===== src/rtl/riscv_test_pkg.sv =====
// Shared types and default constants for the RISC-V test monitor.
package riscv_test_pkg;

   typedef enum logic [1:0] {
      ST_IDLE,
      ST_RUN,
      ST_DONE
   } state_t;

   typedef enum logic [2:0] {
      VERDICT_NONE,
      VERDICT_PASS,
      VERDICT_FAIL,
      VERDICT_TIMEOUT,
      VERDICT_UNKNOWN
   } verdict_t;

   localparam int unsigned DEFAULT_MAX_CYCLES = 10000;
   localparam logic [31:0] DEFAULT_HALT_INST  = 32'hdead10cc;
   localparam logic [31:0] DEFAULT_PASS_MAGIC = 32'h00c0ffee;
   localparam logic [31:0] DEFAULT_FAIL_MAGIC = 32'hdeaddead;
   localparam logic [4:0]  X10_INDEX          = 5'd10;

   function automatic verdict_t classify_x10(input logic [31:0] value,
                                             input logic [31:0] pass_magic,
                                             input logic [31:0] fail_magic);
      if (value == pass_magic)
         return VERDICT_PASS;
      else if (value == fail_magic)
         return VERDICT_FAIL;
      else
         return VERDICT_UNKNOWN;
   endfunction

endpackage


===== src/rtl/riscv_test_monitor.sv =====
// Watches a RISC-V core's fetch and writeback streams, detects the halt
// instruction or a cycle timeout, and latches a pass/fail/unknown/timeout verdict.
module riscv_test_monitor
   import riscv_test_pkg::*;
#(
   parameter int unsigned MAX_CYCLES = DEFAULT_MAX_CYCLES,
   parameter logic [31:0] HALT_INST  = DEFAULT_HALT_INST,
   parameter logic [31:0] PASS_MAGIC = DEFAULT_PASS_MAGIC,
   parameter logic [31:0] FAIL_MAGIC = DEFAULT_FAIL_MAGIC
) (
   input  logic        i_Clk,
   input  logic        i_reset,
   input  logic        i_start,
   input  logic        i_inst_valid,
   input  logic [31:0] i_inst_data,
   input  logic        i_wb_en,
   input  logic [4:0]  i_wb_addr,
   input  logic [31:0] i_wb_data,
   output logic        o_busy,
   output logic        o_done,
   output logic        o_pass,
   output logic        o_fail,
   output logic        o_timeout,
   output logic        o_unknown,
   output logic [31:0] o_cycles,
   output logic [31:0] o_x10
);

   localparam logic [31:0] MAX_CNT = 32'(MAX_CYCLES);

   state_t      state_reg, state_next;
   verdict_t    verdict_reg;
   logic [31:0] cnt_reg;
   logic [31:0] x10_reg;

   logic        in_run;
   logic        x10_write;
   logic        halt_hit;
   logic        timeout_hit;
   logic [31:0] x10_eff;

   assign in_run      = (state_reg == ST_RUN);
   assign x10_write   = i_wb_en && (i_wb_addr == X10_INDEX);
   assign halt_hit    = in_run && i_inst_valid && (i_inst_data == HALT_INST);
   assign timeout_hit = in_run && !halt_hit && (cnt_reg == MAX_CNT);
   // A write to x10 in the halt cycle must be seen by the verdict compare.
   assign x10_eff     = x10_write ? i_wb_data : x10_reg;

   always_ff @(posedge i_Clk or posedge i_reset) begin
      if (i_reset)
         state_reg <= ST_IDLE;
      else
         state_reg <= state_next;
   end

   always_comb begin
      state_next = state_reg;
      case (state_reg)
         ST_IDLE: if (i_start) state_next = ST_RUN;
         ST_RUN: begin
            if (i_start)
               state_next = ST_RUN;
            else if (halt_hit || timeout_hit)
               state_next = ST_DONE;
         end
         ST_DONE: if (i_start) state_next = ST_RUN;
         default: state_next = ST_IDLE;
      endcase
   end

   // The counter stops on the halt/timeout edge so it reports the final cycle index.
   always_ff @(posedge i_Clk or posedge i_reset) begin
      if (i_reset) begin
         cnt_reg     <= '0;
         x10_reg     <= '0;
         verdict_reg <= VERDICT_NONE;
      end else if (i_start) begin
         cnt_reg     <= '0;
         x10_reg     <= '0;
         verdict_reg <= VERDICT_NONE;
      end else if (in_run) begin
         if (x10_write)
            x10_reg <= i_wb_data;
         if (halt_hit)
            verdict_reg <= classify_x10(x10_eff, PASS_MAGIC, FAIL_MAGIC);
         else if (timeout_hit)
            verdict_reg <= VERDICT_TIMEOUT;
         else if (cnt_reg != '1)
            cnt_reg <= cnt_reg + 32'd1;
      end
   end

   always_comb begin
      o_busy    = (state_reg == ST_RUN);
      o_done    = (state_reg == ST_DONE);
      o_pass    = (verdict_reg == VERDICT_PASS);
      o_fail    = (verdict_reg == VERDICT_FAIL);
      o_timeout = (verdict_reg == VERDICT_TIMEOUT);
      o_unknown = (verdict_reg == VERDICT_UNKNOWN);
      o_cycles  = cnt_reg;
      o_x10     = x10_reg;
   end

endmodule

===== config.mk =====
export PLATFORM = sky130hd
export DESIGN_NAME = riscv_test_monitor
export DESIGN_NICKNAME = d
export VERILOG_FILES = /design/src/rtl/riscv_test_pkg.sv /design/src/rtl/riscv_test_monitor.sv
export SDC_FILE = /design/constraint.sdc
export NUM_CORES = 1
export LEC_CHECK = 0
export ABC_AREA = 1
export CORE_MARGIN = 10
export CORE_UTILIZATION = 46
export CTS_BUF_LIST = sky130_fd_sc_hd__clkbuf_2
export CTS_CLUSTER_DIAMETER = 120
export CTS_CLUSTER_SIZE = 14
export DETAILED_ROUTE_END_ITERATION = 8
export PLACE_DENSITY = 0.8
export SYNTH_ARGS = -nofsm -noshare
export SYNTH_HDL_FRONTEND = slang
export SYNTH_SLANG_ARGS = --single-unit

===== constraint.sdc =====
create_clock -name i_Clk -period 2.2 [get_ports i_Clk]
set_clock_uncertainty 0.2 [all_clocks]
set_input_delay 0.22 -clock i_Clk [delete_from_list [all_inputs] [get_ports i_Clk]]
set_output_delay 0.22 -clock i_Clk [all_outputs]
set_load 0.05 [all_outputs]

Word level (Yosys, flattened, before mapping)
Cells that the tools add are included.

storage, ports and cells
  flip-flop bits (word level) = 69
  input bits = 74
  word-level logic and storage cells = 54
  output and inout bits = 70

cells by class
  multiplexer cells = 18
  eq/ne operators = 16
  add/sub/neg operators = 1
  reduce and logical (&&, ||, !) cells = 15

operators with widths
  operator                 count
  $mux W32                 8
  $eq A32 B32 Y1 const B   2
  $add A32 B1 Y32 const B  1
  $eq A32 B14 Y1 const B   1
  $eq A32 B24 Y1 const B   1
  $ne A32 B32 Y1 const B   1
  $mux W3                  6
  $eq A3 B2 Y1 const B     2
  $mux W2                  3
  $eq A5 B4 Y1 const B     1
  $logic_and A1 B1 Y1      5
  $ne A2 B2 Y1 const B     2
  $pmux W2 S2              1
  $reduce_and A2 Y1        2
  $reduce_and A4 Y1        1
  $reduce_bool A2 Y1       2
  $eq A3 B1 Y1 const B     1
  $eq A3 B3 Y1 const B     1
  $ne A3 B2 Y1 const B     1
  $reduce_bool A3 Y1       1
  $eq A2 B1 Y1 const B     1
  $eq A2 B2 Y1 const B     1
  $logic_not A2 Y1         1
  $ne A2 B1 Y1 const B     1
  other kinds (3)          3

Logic depth before layout (Yosys ltp)
  depth in word-level cells = 10
  gate-level depth with buffers = 15
  depth with buffers taken out = 14

Least setup slack after synthesis
Ideal clock, no wire load.

  path type = flip-flop to flip-flop
  start = register cnt_reg[1], in the netlist o_cycles[1]
  end = register cnt_reg[7], in the netlist o_cycles[7]
  library setup time = 0.117 ns
  stages on the path, launching flop included = 12
  arrival = 2.018 ns
  slack = -0.135 ns
  period minus slack after synthesis = 2.335 ns
  required time = 1.883 ns
  cells stage by stage = dfrtp_1 -> ha_1 -> nand3_1 -> nor2_4 -> inv_2 -> nor2_2 -> nand4_2 -> buf_2 -> nand4_1 -> nand2_1 -> nand2_1 -> nor2_1

between the ends
  longest elaborated chain between the ends = 6
  elaborated cells on any way between the ends = 12
  those cells by class = add/sub: 1; eq/ne: 3; mux: 5; reduce/logical: 3

ends and longest elaborated chain
  element                 RTL line                  text
  from (decl)             riscv_test_monitor.sv:33  logic [31:0] cnt_reg;
  from (signal assigned)  riscv_test_monitor.sv:89  cnt_reg <= cnt_reg + 32'd1;
  $add A32 B1 Y32         riscv_test_monitor.sv:89
  $mux W32                riscv_test_monitor.sv:88  else if (cnt_reg != '1)
  $mux W32                riscv_test_monitor.sv:86  else if (timeout_hit)
  $mux W32                riscv_test_monitor.sv:84  if (halt_hit)
  $mux W32                riscv_test_monitor.sv:81  end else if (in_run) begin
  $mux W32                riscv_test_monitor.sv:77  end else if (i_start) begin

Several ways; a longest one is shown, not always the timed one. The select of a mux whose other input is x is not followed.
A chain may end at the register's enable or synchronous reset.

Worst setup path after layout
  start = register cnt_reg[1], in the netlist o_cycles[1]
  end = register cnt_reg[29], in the netlist o_cycles[29]

The elaborated chain is that of the path after synthesis.

==> out/results.txt <==
Slew Viols, Final -> 0
worst skew pair latency -> 0.55 ns
vias in the first global route -> 6214
worst path required time -> 2.45 ns
drt initial violations -> 713
WL/cell -> 16.5 um
status -> finished, violations left
first-pass GRT wire length -> 30.8 mm
Max FO, Critical Path -> 6
crit end category -> register
die area -> 16300 um2
HPWL after DPL -> 15.0 mm
clock-pin slew on the worst setup and hold paths -> 0.21 ns
switching share of power -> 28.8%
Synth Area per Inst -> 6.26 um2
Flop pwr share -> 51.7%
Startpoint Class -> register
total chip power -> 2.49 mW
row count -> 39
failing checks -> setup timing
P_sw -> 717 uW
Worst path max stage delay -> 0.46 ns
root buffer cell -> clkbuf_2
Hold Violations, Final -> 0
grt ovf -> 0
min cycle time layout -> 2.21 ns
IO Port Bufs -> 143
total iterations of the first detailed-routing run -> 5
most area-consuming cells after synthesis -> dfrtp_1 (32%), nand2_1 (21%), nor2_1 (10%)
maximum clock rate -> 0.452 GHz
Sink Count -> 69
largest net degree at the start of global routing -> 70
Synth Warn # -> 0
initial antenna violation count -> 1
Placeable Area -> 11400 um2
Worst-Margin Slew -> 0.540 ns
synth unique cells -> 38
final core utilization -> 68.8%
Placed Area -> 7510 um2
WL final -> 20.2 mm
cell area after synthesis -> 5330 um2
Initial Utilization -> 46.9%
Yosys reg bits -> 69
final setup slack of the worst path -> -0.0101 ns
area leader, netlist -> dfrtp_1
WS Path Type -> reg -> reg
post-placement setup slack -> -0.463 ns
CTS tree -> done
CP cell instances -> inv_2 > ha_4 > buf_6 > nand3_2 > nor3_2 > nand2_2 > nor2_4 > nand4_4 > clkbuf_16 > nand4_1 > nand2_1
layout cell share with drive strength beyond 1 -> 15.7%
cell area after layout -> 7830 um2
Arr. time, crit path -> 2.46 ns
post-synth net total -> 928
# setup viols final -> 4
io pins -> 144
Via density -> 5.43
DR vias -> 6663
Synth Instances -> 852
Hold Crit Class -> in -> reg
cell-internal power -> 1.77 mW
Comb power frac -> 17.8%
Leak -> 4.13 nW
Max rail drop VDD -> 0.251 mV
RSZ-0062 raised after global routing -> true
crit path max-delay cell type -> dfrtp_2
period utilization -> 100%
register area share after synthesis -> 32.4%
Cell Pwr Density -> 318 nW/um2
Slew headroom -> 63.9%
Max Cap Viol -> 0
antenna-violating nets left -> 0
Syn-to-layout area delta -> 46.7%
Die Wd -> 128 um
top-area cell type share of the netlist area -> 32.4%
clock share of power -> 30.5%
overall die height -> 128 um
NumNets Final -> 1155
Num CTS Buffers -> 9
Total Routing Usage GR -> 22.8%
CTS H-tree lvls -> 3
Max Buffers Root-to-Sink -> 2
Final Wtd Congestion -> 0.969
DRC Markers -> 0
logic make-up (layout without fill, tap and decap cells):
| family | Yosys count | in the layout | synth area share (%) |
|---|---|---|---|
| compound gates | 53 | 53 | 6.52 |
| buf+inv | 126 | 355 | 9.57 |
| flops | 69 | 69 | 32.4 |
| xor+xnor | 14 | 14 | 2.30 |
| fa+ha+maj | 2 | 2 | 0.469 |
| simple gates | 588 | 590 | 48.8 |
| other cells | 0 | 2 | 0 |
cell usage in the layout (no fill, tap or decap), types with 14 or more instances in the layout:
master and n:
clkbuf_2 14, inv_1 90, nand4_1 47, nand3_1 39
nor2_1 140, o22ai_1 19, nand2_1 295, nor3_1 19
clkdlybuf4s50_1 73, buf_4 92, dlygate4sd2_1 56, dfrtp_1 67
critical path: cells and delay by family (launching register included):
family / cells / cell delay (ns)
flops: 1 / 0.46
simple gates: 7 / 0.87
fa+ha+maj: 1 / 0.14
buf+inv: 3 / 0.42
per-layer routing:
layer	part of all wire, %	global-route usage (%)	up-vias
met2	46	37.9	334
li1	-	-	3198
met1	43	29.4	3079
met4	2.0	5.89	0
met3	9.0	4.80	52
met5	0	0	-
final timing paths:
path	start	endpoint	slack (ns)	depth (start not counted)
worst max-delay path	o_cycles[1]	o_cycles[29]	-0.01	11
worst min-delay path	i_wb_data[28]	o_x10[28]	0.17	3
worst max register to register	o_cycles[1]	o_cycles[29]	-0.01	11
worst min register to register	state_reg[1]	state_reg[0]	0.28	1
max in group asynchronous	i_reset	o_x10[13]	1.08	4
min in group asynchronous	i_reset	o_cycles[7]	0.40	4
stage by stage:
step | hold slack, ns | cells | setup TNS, ns
3_3_place_gp | 0.252 | 1199 | -7.90
2_1_floorplan | 0.200 | 852 | -0.227
3_5_place_dp | 0.259 | 1199 | -9.93
4_1_cts | 0.166 | 1215 | 0
5_1_grt | 0.183 | 1227 | -1.51
6_report | 0.166 | 1228 | -0.0299
power by group through the flow:
stage,clock network [mW],registers (mW),logic (mW)
floorplan,0,1.35,0.134
global placement,0,1.31,0.424
detailed placement,0,1.31,0.431
CTS,0.759,1.29,0.429
global route,0.814,1.29,0.478
finish,0.760,1.29,0.442
synthesized netlist by cell type (all sizes together):
master	n
a22oi	1
xor2	12
nand3	43
and3	1
dfrtp	69
nor3	29
inv	99
clkinv	1
clkbuf	9
o21ai	17
o22ai	19
nand2	299
a21oi	5
or2	4
nand3b	7
nand4	50
a22o	11
nor2	152
nor4	3
ha	2
buf	17
xnor2	2
area by class of cell:
class	count	area, um2
Sequential cell	69	1730
Clock buffer	13	65.1
Fill cell	1021	3540
Clock inverter	2	35.0
Inverter	100	375
Tap cell	143	179
Timing Repair Buffer	240	2210
Multi-Input combinational cell	659	3230
Antenna cell	2	5.00
repair_timing:
| action | in CTS | in global routing |
|---|---|---|
| hold endpoints to repair | 69 | 0 |
| gates cloned | 0 | 5 |
| hold buffers | 1 | 0 |
| gates resized for setup | 61 | 31 |
| pin swaps | 0 | 17 |
| setup endpoints to repair | 89 | 43 |
| setup buffers | 0 | 6 |
(Power assumes the default switching activity.)
